===== src/rtl/arith_issue.sv =====
// arith_issue -- sequences one arithmetic operation at a time through an
// external register file and an external arithmetic unit.
//
// Each accepted op walks IDLE -> RD1 -> RD2 -> EXEC -> WB -> IDLE. The walk
// takes one cycle per non-IDLE state, so the block accepts one op every five
// cycles.
//
// Ports
//   clk, rst_n            clock; asynchronous active-low reset
//   issue_valid/ready     op handshake (see below)
//   issue_ctrl[2:0]       010 add, 011 sub, 100 asl, 101 asr, 110 uadd,
//                         111 usub, 000/001 reserved (no write, no flags)
//   issue_hex[3:0]        shift amount for asl/asr
//   issue_rs1/rs2/rd      source and destination register numbers
//   rf_raddr / rf_rdata   combinational register-file read port
//   rf_we/waddr/wdata     register-file write port (one pulse, in WB)
//   alu_*                 drive of the arithmetic unit (non-zero only in EXEC)
//   alu_value_out/flags   result and flags returned by the arithmetic unit
//   flags_q               architectural flags
//   busy                  high whenever an op is in flight (== !issue_ready)
//   dbg_state             current FSM state, for observation only
//
// Handshake: an op transfers on a rising clk edge where issue_valid and
// issue_ready are both high. issue_ready is high only in IDLE. The issue_*
// fields are sampled on that edge only and are ignored at all other times.
//
// Build option: define ARITH_ISSUE_ZERO_REG_EN to make register 0 read as
// zero and to suppress writes whose destination is register 0. Flags still
// update for such writes. Without the macro, register 0 is an ordinary
// register.

module arith_issue #(
  parameter int RA_W = 4
) (
  input  logic            clk,
  input  logic            rst_n,
  input  logic            issue_valid,
  output logic            issue_ready,
  input  logic [2:0]      issue_ctrl,
  input  logic [3:0]      issue_hex,
  input  logic [RA_W-1:0] issue_rs1,
  input  logic [RA_W-1:0] issue_rs2,
  input  logic [RA_W-1:0] issue_rd,
  output logic [RA_W-1:0] rf_raddr,
  input  logic [31:0]     rf_rdata,
  output logic            rf_we,
  output logic [RA_W-1:0] rf_waddr,
  output logic [31:0]     rf_wdata,
  output logic [31:0]     alu_value1,
  output logic [31:0]     alu_value2,
  output logic [2:0]      alu_control,
  output logic [3:0]      alu_shift_hex,
  output logic            alu_en,
  input  logic [31:0]     alu_value_out,
  input  logic [1:0]      alu_flags,
  output logic [1:0]      flags_q,
  output logic            busy,
  output logic [2:0]      dbg_state
);

  typedef enum logic [2:0] {
    S_IDLE = 3'd0,
    S_RD1  = 3'd1,
    S_RD2  = 3'd2,
    S_EXEC = 3'd3,
    S_WB   = 3'd4
  } state_t;

  state_t          state_q, state_d;
  logic [2:0]      ctrl_q, ctrl_d;
  logic [3:0]      hex_q, hex_d;
  logic [RA_W-1:0] rs1_q, rs1_d;
  logic [RA_W-1:0] rs2_q, rs2_d;
  logic [RA_W-1:0] rd_q, rd_d;
  logic [31:0]     op1_q, op1_d;
  logic [31:0]     op2_q, op2_d;
  logic [31:0]     res_q, res_d;
  logic [1:0]      fcap_q, fcap_d;
  logic [1:0]      flags_d;

  logic [31:0]     rdata_eff;
  logic            wr_ok;
  logic            flag_upd;

  // ctrl bit 1 is set exactly for add/sub/uadd/usub: the ops that own flags.
  assign flag_upd = ctrl_q[1];

  // Reserved encodings (000/001) are the only ones with both upper bits low.
`ifdef ARITH_ISSUE_ZERO_REG_EN
  assign wr_ok     = (ctrl_q[2] | ctrl_q[1]) && (rd_q != '0);
  assign rdata_eff = (rf_raddr == '0) ? 32'h0 : rf_rdata;
`else
  assign wr_ok     = ctrl_q[2] | ctrl_q[1];
  assign rdata_eff = rf_rdata;
`endif

  assign dbg_state = state_q;

  // Output decode. Every output is a function of the current state and the
  // latched fields only, so the reset values follow from state_q == S_IDLE.
  always_comb begin
    issue_ready   = 1'b0;
    rf_raddr      = '0;
    rf_we         = 1'b0;
    rf_waddr      = '0;
    rf_wdata      = 32'h0;
    alu_en        = 1'b0;
    alu_value1    = 32'h0;
    alu_value2    = 32'h0;
    alu_control   = 3'b000;
    alu_shift_hex = 4'h0;
    case (state_q)
      S_IDLE: issue_ready = 1'b1;
      S_RD1:  rf_raddr = rs1_q;
      S_RD2:  rf_raddr = rs2_q;
      S_EXEC: begin
        alu_en        = 1'b1;
        alu_value1    = op1_q;
        alu_value2    = op2_q;
        alu_control   = ctrl_q;
        alu_shift_hex = hex_q;
      end
      S_WB: begin
        if (wr_ok) begin
          rf_we    = 1'b1;
          rf_waddr = rd_q;
          rf_wdata = res_q;
        end
      end
      default: ;
    endcase
    busy = ~issue_ready;
  end

  // Next-state and datapath capture.
  always_comb begin
    state_d = state_q;
    ctrl_d  = ctrl_q;
    hex_d   = hex_q;
    rs1_d   = rs1_q;
    rs2_d   = rs2_q;
    rd_d    = rd_q;
    op1_d   = op1_q;
    op2_d   = op2_q;
    res_d   = res_q;
    fcap_d  = fcap_q;
    flags_d = flags_q;
    case (state_q)
      S_IDLE: begin
        if (issue_valid) begin
          ctrl_d  = issue_ctrl;
          hex_d   = issue_hex;
          rs1_d   = issue_rs1;
          rs2_d   = issue_rs2;
          rd_d    = issue_rd;
          state_d = S_RD1;
        end
      end
      S_RD1: begin
        op1_d   = rdata_eff;
        state_d = S_RD2;
      end
      S_RD2: begin
        op2_d   = rdata_eff;
        state_d = S_EXEC;
      end
      S_EXEC: begin
        res_d   = alu_value_out;
        fcap_d  = alu_flags;
        state_d = S_WB;
      end
      S_WB: begin
        // Flags follow the op type, not whether the write was suppressed.
        if (flag_upd) flags_d = fcap_q;
        state_d = S_IDLE;
      end
      default: state_d = S_IDLE;
    endcase
  end

  always_ff @(posedge clk or negedge rst_n) begin
    if (!rst_n) begin
      state_q <= S_IDLE;
      ctrl_q  <= 3'b000;
      hex_q   <= 4'h0;
      rs1_q   <= '0;
      rs2_q   <= '0;
      rd_q    <= '0;
      op1_q   <= 32'h0;
      op2_q   <= 32'h0;
      res_q   <= 32'h0;
      fcap_q  <= 2'b00;
      flags_q <= 2'b00;
    end else begin
      state_q <= state_d;
      ctrl_q  <= ctrl_d;
      hex_q   <= hex_d;
      rs1_q   <= rs1_d;
      rs2_q   <= rs2_d;
      rd_q    <= rd_d;
      op1_q   <= op1_d;
      op2_q   <= op2_d;
      res_q   <= res_d;
      fcap_q  <= fcap_d;
      flags_q <= flags_d;
    end
  end

endmodule


===== config.mk =====
export PLATFORM = sky130hd
export DESIGN_NAME = arith_issue
export DESIGN_NICKNAME = d
export VERILOG_FILES = /design/src/rtl/arith_issue.sv
export SDC_FILE = /design/constraint.sdc
export NUM_CORES = 1
export LEC_CHECK = 0
export CAP_MARGIN = 20
export CORE_ASPECT_RATIO = 0.8
export CORE_UTILIZATION = 40
export CTS_CLUSTER_DIAMETER = 60
export DETAILED_ROUTE_END_ITERATION = 8
export PLACE_DENSITY = 0.86
export SYNTH_ARGS = -nofsm -noshare
export SYNTH_HDL_FRONTEND = slang
export SYNTH_SLANG_ARGS = --single-unit

===== constraint.sdc =====
create_clock -name clk -period 1.8 [get_ports clk]
set_clock_uncertainty 0.15 [all_clocks]
set_input_delay 0.36 -clock clk [delete_from_list [all_inputs] [get_ports clk]]
set_output_delay 0.36 -clock clk [all_outputs]
set_load 0.01 [all_outputs]

==> flow_summary.json, run 1 <==
{
  "worst_setup_path_start_kind": "register",
  "cts_tree": "yes",
  "worst-slew-pin-transition_ns": 0.387,
  "critPathCaptureType": "output port",
  "timing.reg2reg.setup_slack_ns": -0.30,
  "dp_cells": 782,
  "ys.warnings.count": 0,
  "final_nets": 778,
  "die-height_um": 108,
  "failed_checks": "setup timing",
  "dr_iter_0_viols": 146,
  "area_delta_synth_final_pct": 87.2,
  "insertedDiodeCount": 0,
  "synth_sequential_area_ratio": 0.541,
  "cts-root-buf": "sky130_fd_sc_hd__clkbuf_16",
  "filler_cells_inserted": 771,
  "synth_seq_cells": 122,
  "critical_path_class": "register to output port",
  "grt_start_max_net_pins": 70,
  "synth_area_per_cell_sq_um": 13.9,
  "hold_path_class": "register to register",
  "synth.net_count": 495,
  "ir_drop_v": 0.00128,
  "detail-route-antenna-nets": 0,
  "slew_viol_final": 0,
  "drc": 0,
  "routed_wl_mm": 19.4,
  "critical_path_peak_fanout": 4,
  "count_of_distinct_cell_types_in_the_synthesized_netlist": 23,
  "max_clock_freq_mhz": 402,
  "outcome": "complete, but fails checks",
  "synth_area_sq_um": 5640,
  "layout_min_cycle_time_ns": 2.49,
  "final_layout_size_suffix_gt1_frac": 0.670,
  "final_critical_path_setup_slack_ns": -0.689,
  "synthCells": 407,
  "timing.setup.tns_ns": -91.12,
  "boundaryPins": 208,
  "dieWidth_um": 135,
  "static-leakage-power_nw": 4.92,
  "gp_congestion": 0.783,
  "grt_pass1_vias": 4579,
  "antenna_violations_before_repair": 0,
  "clk_latency_ns": 0.41,
  "setup_viol_count_final": 236,
  "layout.cells.most_common": "sky130_fd_sc_hd__dfrtp_1",
  "rows": 38,
  "firstDrtPassIters": 4,
  "clk_pin_slew_ns": 0.06,
  "synth_top_cells_by_area": "sky130_fd_sc_hd__dfrtp_1 54%, sky130_fd_sc_hd__mux2_2 22%, sky130_fd_sc_hd__and2_1 7.9%",
  "tritoncts.num_buffers": 17,
  "post_drt_via_cell_ratio": 5.14,
  "fp.dieArea_sq_um": 14600,
  "maxCapViolations": 0,
  "h_tree_depth": 4,
  "min_period_over_period": 1.38,
  "vias": 4538,
  "placeableCoreArea_sq_um": 13600,
  "fin_util": 0.774,
  "clock_path_buffers": 2,
  "maxSlewHeadroom": 0.742,
  "timing.critical_path.required_ns": 1.29,
  "grt_pass1_wl_mm": 25.1,
  "globalRouteOverflowTotal": 0,
  "grt_use_total": 0.230,
  "setup_repair_after_global_routing_missed_its_margin": "yes",
  "area_fraction_of_the_dominant_cell_type_after_synthesis": 0.541,
  "drt-wirelength-per-cell_um": 21.9,
  "fin_cells": 883,
  "report.final.hold_viol_count": 0,
  "power.density_cell_area_nw_per_um2": 1890,
  "layout_common_cells": "122 x sky130_fd_sc_hd__dfrtp_1, 119 x sky130_fd_sc_hd__mux2_4, 96 x sky130_fd_sc_hd__buf_6",
  "data_arrival_time_of_the_critical_path_ns": 1.98,
  "place.port_buffers": 207,
  "layout.cell_area.non_filler_sq_um": 10600,
  "detailed_place_hpwl_mm": 9.42,
  "yosys.area.top_type": "sky130_fd_sc_hd__dfrtp_1",
  "initial_core_util": 0.413,
  "placed_cell_area_sq_um": 8230,
  "total_clock_sinks": 122
}
## synth_stat cells, drive strengths merged
master    n
dfrtp   122
mux2    119
and2     71
nor3b    38
buf      25
nand3b    8
clkbuf    7
a21oi     4
nor2      4
and3b     2
nor3      2
and4bb    1
inv       1
nor4b     1
or3b      1
xnor2     1
## report_power, final
part / internal [mW] / total [mW] / switching [mW]
logic: 7.17 / 11.2 / 3.98
clock network: 2.42 / 3.63 / 1.21
registers: 4.20 / 5.14 / 0.941
total: 13.8 / 19.9 / 6.13
## area by class of cell
type | instances | area, sq um | area share
repair buffers | 296 | 3430 | 0.325
multi-input cells | 252 | 3220 | 0.305
flip-flops and latches | 122 | 3050 | 0.289
clock buffers | 25 | 485 | 0.0460
well taps | 180 | 225 | 0.0213
clock inverters | 7 | 138 | 0.0130
inverters | 1 | 3.75 | 0.000356
## sequential cells by signal, indices dropped and copies added, names as in the netlist, 3 cells and up
name	flops
rd_q	4
res_q	32
dbg_state	3
hex_q	4
rs1_q	4
ctrl_q	3
rs2_q	4
op1_q	32
op2_q	32
## final timing paths
check	startpoint	endpoint	cells past startpoint
max in group asynchronous	rst_n	op1_q[28]	3
min reg2reg	res_q[18]	res_q[18]	1
max	dbg_state[0]	rf_waddr[1]	5
min	res_q[18]	res_q[18]	1
min in group asynchronous	rst_n	rs2_q[2]	3
max reg2reg	dbg_state[1]	ctrl_q[1]	8
## stage by stage
| step | worst slack, ns | hold WS, ns | power (mW) |
|---|---|---|---|
| after floorplan | -0.156 | -0.0856 | 9.06 |
| after global placement | -0.550 | 0.231 | 11.4 |
| after detailed placement | -0.619 | 0.241 | 11.7 |
| after CTS | -0.699 | 0.338 | 16.9 |
| after global routing | -0.754 | 0.373 | 20.7 |
| final | -0.689 | 0.354 | 19.9 |
## critical path, stage by stage, from the launching register on
cell and delay (ns):
sky130_fd_sc_hd__dfrtp_1 0.41, sky130_fd_sc_hd__or3b_4 0.50, sky130_fd_sc_hd__buf_4 0.17, sky130_fd_sc_hd__buf_8 0.13, sky130_fd_sc_hd__nor3b_4 0.18, sky130_fd_sc_hd__buf_2 0.17
## per-layer routing
| layer | track usage | share of wire | up-vias |
|---|---|---|---|
| li1 | - | - | 1975 |
| met1 | 0.279 | 0.42 | 2369 |
| met2 | 0.401 | 0.51 | 171 |
| met3 | 0.0558 | 0.053 | 23 |
| met4 | 0.0795 | 0.017 | 0 |
| met5 | 0 | 0 | - |
## logic make-up after synthesis
group	Yosys count	share of synthesized area
and+or+nand+nor	128	0.183
DFF	122	0.541
muxes	119	0.238
buffers and inverters	33	0.0335
AOI/OAI and AO/OA	4	0.00355
xor gates and xnor gates	1	0.00155
## what timing repair did
action,4_1_cts,5_1_grt
buffers inserted,31,24
cloned,13,11
hold buffers,1,0
resized for setup,565,229
pin swaps,13,72
setup endpoints to repair,150,239
endpoints found under the hold margin,122,0
(Power assumes the default switching activity.)
==> run 2, diff against run 1 <==
- SKIP_CTS_REPAIR_TIMING: not set -> 1
==> flow_summary.json, run 2 (same netlist as run 1, synthesis figures left out) <==
{
  "h_tree_depth": 4,
  "area_delta_synth_final_pct": 61.7,
  "multiInputGateArea_sq_um": 2670,
  "worst-slew-pin-transition_ns": 0.383,
  "maxSlewHeadroom": 0.744,
  "die-height_um": 108,
  "placed_cell_area_sq_um": 8230,
  "dp_cells": 782,
  "final_layout_size_suffix_gt1_frac": 0.567,
  "timing.critical_path.cells": "buf_6 -> and3b_4 -> buf_12 -> and2_1 -> clkdlybuf4s50_1",
  "clk_latency_ns": 0.40,
  "ir_drop_v": 0.00119,
  "holdCritStartpoint": "op1_q[1]",
  "layout.cell_area.non_filler_sq_um": 9120,
  "critPathMaxStageDelay_ns": 0.52,
  "fp.dieArea_sq_um": 14600,
  "final_critical_path_setup_slack_ns": -0.842,
  "antenna_violations_before_repair": 0,
  "insertedDiodeCount": 0,
  "boundaryPins": 208,
  "worst_r2r_path_depth": 5,
  "dr_iter_0_viols": 97,
  "max_clock_freq_mhz": 379,
  "layout_common_cells": "122 x sky130_fd_sc_hd__dfrtp_1, 112 x sky130_fd_sc_hd__mux2_2, 99 x sky130_fd_sc_hd__clkdlybuf4s50_1",
  "filler_cells_inserted": 976,
  "min_delay_path_depth": 1,
  "outcome": "complete, but fails checks",
  "detail-route-antenna-nets": 0,
  "layout.cells.most_common": "sky130_fd_sc_hd__dfrtp_1",
  "firstDrtPassIters": 4,
  "grt_pass1_wl_mm": 21.6,
  "routed_wl_mm": 15.0,
  "vias": 4135,
  "drt-wirelength-per-cell_um": 17.7,
  "rows": 38,
  "slowest_cp_cell": "sky130_fd_sc_hd__clkdlybuf4s50_1",
  "place.port_buffers": 207,
  "layout_min_cycle_time_ns": 2.64,
  "met1_usage": 0.232,
  "critical_path_class": "register to output port",
  "initial_core_util": 0.413,
  "biggestRegsByFlops": "op1_q x32, op2_q x32, res_q x32",
  "slew_viol_final": 0,
  "cts-root-buf": "sky130_fd_sc_hd__clkbuf_16",
  "globalRouteOverflowTotal": 0,
  "gp_congestion": 0.783,
  "report.final.hold_viol_count": 0,
  "min_period_over_period": 1.47,
  "timing.critical_path.required_ns": 1.29,
  "detailed_place_hpwl_mm": 9.42,
  "final_nets": 745,
  "drc": 0,
  "data_arrival_time_of_the_critical_path_ns": 2.13,
  "cts_tree": "yes",
  "worst_setup_path_start_kind": "register",
  "grt_start_max_net_pins": 70,
  "clk_pin_slew_ns": 0.05,
  "met2_usage": 0.335,
  "ff_latch_area_sq_um": 3050,
  "grt_use_total": 0.194,
  "placeableCoreArea_sq_um": 13600,
  "total_clock_sinks": 122,
  "failed_checks": "setup timing",
  "grt_pass1_vias": 4154,
  "maxCapViolations": 0,
  "setup_repair_after_global_routing_missed_its_margin": "yes",
  "hold_path_class": "register to register",
  "static-leakage-power_nw": 4.17,
  "worstReg2RegEnd": "res_q[30]",
  "timing.reg2reg.setup_slack_ns": -0.31,
  "clock_path_buffers": 2,
  "critical_path_peak_fanout": 26,
  "power.density_cell_area_nw_per_um2": 1740,
  "tritoncts.num_buffers": 17,
  "post-layout-total-power_mw": 15.9,
  "dieWidth_um": 135,
  "critical_path.reg2reg.startpoint": "dbg_state[2]",
  "top_usage_layer": "met2",
  "timing.hold.worst_endpoint": "op1_q[1]",
  "setup_viol_count_final": 164,
  "fin_cells": 850,
  "post_drt_via_cell_ratio": 4.86,
  "groute.layer.met3.usage": 0.0558,
  "critPathCaptureType": "output port"
}
## run 2: cell types whose count changed in the layout (fill, tap and decap cells not counted), moves of 11 or more
cell	delta
sky130_fd_sc_hd__buf_12	-11
sky130_fd_sc_hd__buf_4	+12
sky130_fd_sc_hd__mux2_4	-119
sky130_fd_sc_hd__clkbuf_2	+25
sky130_fd_sc_hd__and2_4	-24
sky130_fd_sc_hd__buf_6	-45
sky130_fd_sc_hd__clkdlybuf4s50_1	+13
sky130_fd_sc_hd__and2_1	+24
sky130_fd_sc_hd__buf_16	-11
sky130_fd_sc_hd__mux2_2	+112
## run 2: layout make-up
cell class / instances / share of cell area
Clock buffer: 25 / 0.0532
Clock inverter: 7 / 0.0151
Inverter: 1 / 0.000412
Multi-Input combinational cell: 252 / 0.293
Sequential cell: 122 / 0.335
Tap cell: 180 / 0.0247
Timing Repair Buffer: 263 / 0.279
## run 2: layer usage
metal	vias to the layer above	wire length, um
met5	-	0
met4	0	229
met3	18	745
met2	133	7640
met1	2086	6410
li1	1898	-
## run 2: critical path, delay by kind of cell (launching register included)
kind | cells | cell delay [ns]
buffers and inverters | 3 | 0.83
flip-flops | 1 | 0.40
AND/OR/NAND/NOR | 2 | 0.49
## run 2: metrics by stage
stage                     TNS, ns  setup WS, ns  utilization  hold slack, ns
after floorplan             -5.01        -0.156            -         -0.0856
after global placement     -63.52        -0.550        0.603           0.231
after detailed placement   -66.80        -0.619        0.603           0.241
after CTS                 -118.36         -1.08        0.649          -0.198
after global routing       -86.40        -0.924        0.668           0.360
final                      -71.54        -0.842        0.668           0.335
## run 2: worst max-delay path by stage
| stage | start | endpoint | slack (ns) | cells past startpoint |
|---|---|---|---|---|
| 2_1_floorplan | dbg_state[0] | rf_wdata[10] | -0.16 | 5 |
| 3_3_place_gp | dbg_state[0] | rf_wdata[3] | -0.55 | 4 |
| 3_5_place_dp | dbg_state[0] | rf_wdata[2] | -0.62 | 4 |
| 4_1_cts | dbg_state[0] | rf_wdata[2] | -1.08 | 4 |
| 5_1_grt | dbg_state[1] | alu_value1[26] | -0.92 | 5 |
| 6_report | dbg_state[2] | alu_value1[26] | -0.84 | 5 |
## run 2: where the power goes
part | internal, mW | switching [mW]
clock network | 2.42 | 1.16
registers | 4.19 | 0.769
logic | 4.42 | 2.91
total | 11.0 | 4.84
==> run 3, diff against run 2 <==
- CORE_UTILIZATION: 40 -> 38
- PLACE_DENSITY: 0.86 -> 0.83
==> flow_summary.json, run 3 (same netlist as run 1, synthesis figures left out) <==
{
  "worst_setup_path_start_kind": "register",
  "preCtsSetupSlack_ns": -0.660,
  "final_layout_size_suffix_gt1_frac": 0.627,
  "data_arrival_time_of_the_critical_path_ns": 1.84,
  "total_clock_sinks": 122,
  "setup_viol_count_final": 151,
  "routed_wl_mm": 16.5,
  "fp.dieArea_sq_um": 15300,
  "layout.cells.most_common": "sky130_fd_sc_hd__dfrtp_1",
  "grt_start_max_net_pins": 61,
  "vias": 4181,
  "clk_pin_slew_ns": 0.06,
  "firstDrtPassIters": 6,
  "slew_viol_final": 0,
  "insertedDiodeCount": 0,
  "fin_cells": 847,
  "rows": 39,
  "maxSlewHeadroom": 0.775,
  "layout_min_cycle_time_ns": 2.35,
  "cts_tree": "yes",
  "filler_cells_inserted": 1024,
  "hold_path_class": "input port to async pin",
  "cts-root-buf": "sky130_fd_sc_hd__clkbuf_16",
  "power.density_cell_area_nw_per_um2": 1780,
  "worst-slew-pin-transition_ns": 0.337,
  "area_delta_synth_final_pct": 67.8,
  "die-height_um": 111,
  "antenna_violations_before_repair": 0,
  "gp_congestion": 0.774,
  "critical_path_class": "register to output port",
  "drt-wirelength-per-cell_um": 19.4,
  "initial_core_util": 0.392,
  "grt_pass1_wl_mm": 22.4,
  "clk_latency_ns": 0.41,
  "timing.critical_path.required_ns": 1.29,
  "tritoncts.num_buffers": 17,
  "critPathCaptureType": "output port",
  "dp_cells": 787,
  "biggestRegsByFlops": "op1_q x32, op2_q x32, res_q x32",
  "drc": 24,
  "detail-route-antenna-nets": 0,
  "grt_pass1_vias": 4254,
  "dr_iter_0_viols": 131,
  "clock_path_buffers": 2,
  "boundaryPins": 208,
  "max_clock_freq_mhz": 426,
  "maxCapViolations": 0,
  "post_drt_via_cell_ratio": 4.94,
  "final_critical_path_setup_slack_ns": -0.550,
  "grt_use_total": 0.187,
  "final_nets": 739,
  "min_period_over_period": 1.31,
  "place.port_buffers": 207,
  "placeableCoreArea_sq_um": 14400,
  "failed_checks": "DRC, setup timing",
  "layout_common_cells": "122 x sky130_fd_sc_hd__dfrtp_1, 89 x sky130_fd_sc_hd__clkdlybuf4s50_1, 83 x sky130_fd_sc_hd__mux2_2",
  "ir_drop_v": 0.00114,
  "static-leakage-power_nw": 4.24,
  "report.final.hold_viol_count": 0,
  "dieWidth_um": 138,
  "detailed_place_hpwl_mm": 9.28,
  "outcome": "complete, but fails checks",
  "setup_repair_after_global_routing_missed_its_margin": "yes",
  "h_tree_depth": 4,
  "critical_path_peak_fanout": 19,
  "globalRouteOverflowTotal": 0
}
[run 3: cell type report]
class                      count  area, sq um  share of cell area
sequential                   122         3050               0.323
multi-input combinational    252         2860               0.302
timing repair buffer         257         2720               0.288
clock buffer                  24          482              0.0509
tap                          184          230              0.0243
clock inverter                 7          115              0.0122
inverter                       1         3.75            0.000397
[run 3: path summary, 6_finish.rpt]
path                                    from          end  slack, ns  depth (start not counted)
min in group clk                    op2_q[7]     op2_q[7]       0.34                          1
worst min-delay path                   rst_n    op2_q[18]       0.19                          2
worst max register to register  dbg_state[2]     res_q[4]      -0.25                          7
worst max-delay path            dbg_state[0]  rf_wdata[8]      -0.55                          4
worst min register to register      op2_q[7]     op2_q[7]       0.34                          1
max in group asynchronous              rst_n    fcap_q[1]       0.74                          3
[run 3: routing by layer]
layer | wire length [um] | part of all wire | track usage
met1 | 7240 | 0.44 | 0.235
met5 | 0 | 0 | 0
met4 | 174 | 0.011 | 0.0629
met2 | 8250 | 0.50 | 0.312
met3 | 804 | 0.049 | 0.0501
[run 3: power by group]
part	total, mW	internal (mW)	switching [mW]
logic	8.40	5.15	3.25
clock network	3.43	2.28	1.16
registers	5.00	4.19	0.804
[run 3: per-stage QoR]
stage,hold WS (ns),setup TNS (ns),util,power (mW),area [sq um]
5_1_grt,0.197,-77.09,0.657,17.7,9460
4_1_cts,-0.378,-116.59,0.613,15.2,8830
2_1_floorplan,-0.0856,-5.01,-,9.06,5900
6_report,0.190,-63.49,0.657,16.8,9460
3_5_place_dp,0.0583,-65.77,0.572,11.7,8230
3_3_place_gp,0.0549,-63.22,0.572,11.4,8230
[run 3: critical path, cell delays in order (launching register included)]
cell,delay [ns]
sky130_fd_sc_hd__dfrtp_1,0.39
sky130_fd_sc_hd__or3b_4,0.46
sky130_fd_sc_hd__buf_12,0.20
sky130_fd_sc_hd__nor3b_4,0.21
sky130_fd_sc_hd__buf_2,0.16
==> variant 1 (config.mk and constraints of run 1) <==
Register the output `flags_q` once more, with the module's reset; this adds one clock of latency there. The other outputs are not delayed to match.
--- a/src/rtl/arith_issue.sv
+++ b/src/rtl/arith_issue.sv
@@ -68,2 +68,4 @@
 
+  logic [1:0] flags_q_s0;
+
   state_t          state_q, state_d;
@@ -146,3 +148,3 @@
     fcap_d  = fcap_q;
-    flags_d = flags_q;
+    flags_d = flags_q_s0;
     case (state_q)
@@ -192,3 +194,3 @@
       fcap_q  <= 2'b00;
-      flags_q <= 2'b00;
+      flags_q_s0 <= 2'b00;
     end else begin
@@ -204,3 +206,3 @@
       fcap_q  <= fcap_d;
-      flags_q <= flags_d;
+      flags_q_s0 <= flags_d;
     end
@@ -208,2 +210,10 @@
 
+  always_ff @(posedge clk or negedge rst_n) begin
+    if (!rst_n) begin
+      flags_q <= '0;
+    end else begin
+      flags_q <= flags_q_s0;
+    end
+  end
+
 endmodule
Function: changed (a bounded check fails within 10 cycles, from zero or initial values and one cycle with rst_n low).
==> variant 1 against run 1 <==
- the flow still finishes with violations (negative setup slack)
- wire length down 8.5%
- first-iteration DRC count up 25%
- combinational power down 14%
- count of clock-buffer cells in the layout up 1
- synthesized area up 1.4%
- sequential cell count up 2
- sequential power down 0.8%
- final area down 5.2%
- setup slack better by 90 ps
- cell count down 1.8%
- total power down 8.1%
- die area up 1.4%
- largest cell class is now registers
==> variant 1: results (changes against run 1) <==
{
  "layout.buffer.nonclock.area_share": {"value": 0.307, "change": "-0.0179"},
  "crit_arrival": {"value": 1890, "unit": "ps", "change": "-90 ps"},
  "clock_buffer_count": {"value": 26, "change": "+4.0%"},
  "max_stage_delay": {"value": 410, "unit": "ps", "change": "-90 ps"},
  "crit_fanout": {"value": 8, "change": "+4"},
  "outcome": "finished, violations left",
  "met3_wirelength": {"value": 1030, "unit": "um", "change": "+0.49%"},
  "wl_per_cell": {"value": 20.4, "unit": "um", "change": "-6.8%"},
  "post-route-worst-setup-slack": {"value": -599, "unit": "ps", "change": "+89.8 ps"},
  "finished_core_util": {"value": 0.728, "change": "-0.0455"},
  "drt-vias-per-instance": {"value": 5.05, "change": "-1.7%"},
  "layout.non_clock_buffers": {"value": 279, "change": "-5.7%"},
  "number_of_nets_produced_by_synthesis": {"value": 497, "change": "+0.40%"},
  "place.gp.congestion": {"value": 0.773, "change": "-1.3%"},
  "first_iter_violations": {"value": 183, "change": "+25%"},
  "area.share.sequential": {"value": 0.310, "change": "+0.0210"},
  "worstMarginPinSlew": {"value": 337, "unit": "ps", "change": "-50.3 ps"},
  "grt_start_max_net_pins": {"value": 59, "change": "-16%"},
  "post_cts.resized_instances": {"value": 507, "change": "-10%"},
  "timing.critical_path.slowest_stage_cell": "sky130_fd_sc_hd__dfrtp_1",
  "grt_use_total": {"value": 0.213, "change": "-0.0171"},
  "number_of_global_route_vias_before_repair": {"value": 4525, "change": "-1.2%"},
  "multi_input_area": {"value": 0.00297, "unit": "mm^2", "change": "-7.8%"},
  "setup_viol": {"value": 236, "change": "unchanged"},
  "grtUsageMet1": {"value": 0.266, "change": "-0.0129"},
  "cts_setup_buffers": {"value": 10, "change": "-68%"},
  "setup_total_neg_slack": {"value": -92600, "unit": "ps", "change": "-1470 ps"},
  "clk_share": {"value": 0.0632, "change": "+0.00413"},
  "placed_standard_cell_area": {"value": 0.00819, "unit": "mm^2", "change": "-0.52%"},
  "violations": "negative setup slack",
  "final_cells": {"value": 867, "change": "-1.8%"},
  "cellLeakagePower": {"value": 4.57, "unit": "nW", "change": "-7.0%"},
  "fin_nets": {"value": 763, "change": "-1.9%"},
  "syn-instance-count": {"value": 409, "change": "+0.49%"},
  "filler_cell_count": {"value": 831, "change": "+7.8%"},
  "final_area": {"value": 0.0100, "unit": "mm^2", "change": "-5.2%"},
  "final_layout_size_suffix_gt1_frac": {"value": 0.630, "change": "-0.0397"},
  "grt.met2_usage": {"value": 0.353, "change": "-0.0478"},
  "yosys-top-cells-area": "sky130_fd_sc_hd__dfrtp_1 (54%), sky130_fd_sc_hd__mux2_2 (23%), sky130_fd_sc_hd__and2_1 (7.8%)",
  "wire_length_of_the_first_global_routing_pass": {"value": 23800, "unit": "um", "change": "-5.2%"},
  "numPlacedInstances": {"value": 787, "change": "+0.64%"},
  "met2_wirelength": {"value": 8720, "unit": "um", "change": "-12%"},
  "synth_cell_type_count": {"value": 22, "change": "-4.3%"},
  "drt-met1-wl": {"value": 7730, "unit": "um", "change": "-4.6%"},
  "synth.yosys.seq_area_share": {"value": 0.542, "change": "+0.00117"}
}
==> variant 1: path summary, 6_finish.rpt <==
check                              start            end  slack, ps  cells after the start
setup reg to reg            dbg_state[1]       hex_q[1]       -410                      8
max in group asynchronous          rst_n      op1_q[11]        620                      3
hold / removal             flags_q_s0[0]     flags_q[0]        230                      0
min in group asynchronous          rst_n        rd_q[2]        240                      2
hold reg to reg            flags_q_s0[0]     flags_q[0]        230                      0
setup / recovery            dbg_state[1]  alu_value2[0]       -600                      7
==> variant 1: where the power goes <==
| group | leakage [nW] | internal (mW) | switching (mW) |
|---|---|---|---|
| registers | 1.47 | 4.26 | 0.843 |
| logic | 2.80 | 6.04 | 3.57 |
| clock network | 0.309 | 2.43 | 1.18 |
| total | 4.57 | 12.7 | 5.60 |
==> variant 1: cells by family (layout without fill, tap and decap cells) <==
logic type,Yosys count,in the layout,synth area share
compound gates,4,4,0.00350
xor+xnor,1,1,0.00153
buf+inv,33,311,0.0383
flops,124,124,0.542
mux,119,119,0.234
simple gates,128,128,0.180
==> variant 2 (settings of run 1) <==
Without the edit above. Change the parameter `RA_W` from 4 to 5.
--- a/src/rtl/arith_issue.sv
+++ b/src/rtl/arith_issue.sv
@@ -32,3 +32,3 @@
 module arith_issue #(
-  parameter int RA_W = 4
+  parameter int RA_W = 5
 ) (
Interface: changed (5 resized); port bits go from 208 to 213. No check against the original RTL was run, so the function may have changed too.
==> variant 2 against run 1 <==
- the run still ends with negative setup slack left
- synthesized area increased by 2.4%
- final area down 8.4%
- wire length is 7.6% lower
- via count down 2.6%
- combinational power decreased by 19%
- total power is 12% lower
- sequential cell count grew 3
- setup slack better by 77 ps
- critical path type unchanged
==> variant 2: results (changes against run 1) <==
{
  "outcome": "finished, violations left",
  "violations": "negative setup slack",
  "final_layout_size_suffix_gt1_frac": {"value": 0.615, "change": "-0.0545"},
  "grt_start_max_net_pins": {"value": 44, "change": "-37%"},
  "critical_path.reg2reg.startpoint": "dbg_state[2]",
  "synth_cell_type_count": {"value": 22, "change": "-4.3%"},
  "setup_viol": {"value": 237, "change": "+0.42%"},
  "cellLeakagePower": {"value": 4.45, "unit": "nW", "change": "-9.4%"},
  "slew_headroom": {"value": 0.496, "change": "-0.246"},
  "yosys-top-cells-area": "sky130_fd_sc_hd__dfrtp_1 (54%), sky130_fd_sc_hd__mux2_2 (20%), sky130_fd_sc_hd__and2_1 (7.7%)",
  "grt_use_total": {"value": 0.211, "change": "-0.0186"},
  "first_iter_violations": {"value": 151, "change": "+3.4%"},
  "vdd_ir_drop_max": {"value": 0.907, "unit": "mV", "change": "-29%"},
  "finalWirelength": {"value": 17900, "unit": "um", "change": "-7.6%"},
  "synth_commonest_cells": "sky130_fd_sc_hd__dfrtp_1 (125), sky130_fd_sc_hd__mux2_2 (105), sky130_fd_sc_hd__and2_1 (71)",
  "crit_arrival": {"value": 1900, "unit": "ps", "change": "-80 ps"},
  "post_cts.resized_instances": {"value": 496, "change": "-12%"},
  "dp.final_hpwl": {"value": 9740, "unit": "um", "change": "+3.3%"},
  "critical_path.reg2reg.endpoint": "res_q[12]",
  "wire_length_of_the_first_global_routing_pass": {"value": 23500, "unit": "um", "change": "-6.1%"},
  "numPlacedInstances": {"value": 800, "change": "+2.3%"},
  "filler_cell_count": {"value": 933, "change": "+21%"},
  "post-route-worst-setup-slack": {"value": -612, "unit": "ps", "change": "+77.1 ps"},
  "drt-vias-per-instance": {"value": 5.04, "change": "-2.0%"},
  "place.gp.congestion": {"value": 0.795, "change": "+1.4%"},
  "timing.reg2reg.setup_slack": {"value": -410, "unit": "ps", "change": "-110 ps"},
  "final_cells": {"value": 877, "change": "-0.68%"},
  "fin_nets": {"value": 777, "change": "-0.13%"},
  "worstSetupEndpoint": "rf_wdata[10]",
  "crit_fanout": {"value": 19, "change": "+15"},
  "port_buffers": {"value": 212, "change": "+2.4%"},
  "number_of_nets_produced_by_synthesis": {"value": 510, "change": "+3.0%"}
}
## variant 2: report_power, final
group	switching, mW	internal (mW)	leakage, nW
clock	1.18	2.00	0.266
combinational	3.42	5.68	2.71
sequential	0.913	4.30	1.48
## variant 2: metal layers
metal / wire length [um] / vias to the layer above / GRT usage
li1: - / 1983 / -
met1: 7980 / 2254 / 0.254
met2: 8790 / 156 / 0.362
met3: 807 / 25 / 0.0521
met4: 318 / 0 / 0.0913
met5: 0 / - / 0
## variant 2: area by class of cell
class	count	area (um^2)	share of cell area
clock inverter	9	97.6	0.0101
timing repair buffer	281	2850	0.295
multi-input combinational	260	2920	0.302
inverter	1	3.75	0.000388
sequential	125	3130	0.324
clock buffer	21	440	0.0455
tap	180	225	0.0233
## variant 2: critical path: stages, from the launching register on
cell and delay [ps]:
sky130_fd_sc_hd__dfrtp_2 460, sky130_fd_sc_hd__or3b_4 460, sky130_fd_sc_hd__buf_16 200, sky130_fd_sc_hd__nor3b_2 200, sky130_fd_sc_hd__buf_2 170
## variant 2: kinds of logic after synthesis
| kind of cell | count (synthesis) | synth area share |
|---|---|---|
| muxes | 122 | 0.238 |
| buffers and inverters | 35 | 0.0399 |
| xor gates and xnor gates | 1 | 0.00152 |
| AOI/OAI and AO/OA | 5 | 0.00433 |
| DFF | 125 | 0.541 |
| and+or+nand+nor | 131 | 0.175 |
## variant 2: stage by stage
step	TNS (ps)	hold slack [ps]	area, um^2	setup WS (ps)
after floorplan	-6030	-85.6	5890	-172
after global routing	-92070	235	9670	-655
after detailed placement	-68860	112	8260	-643
after global placement	-63530	104	8260	-587
final	-79190	220	9670	-612
after CTS	-69690	208	8910	-635
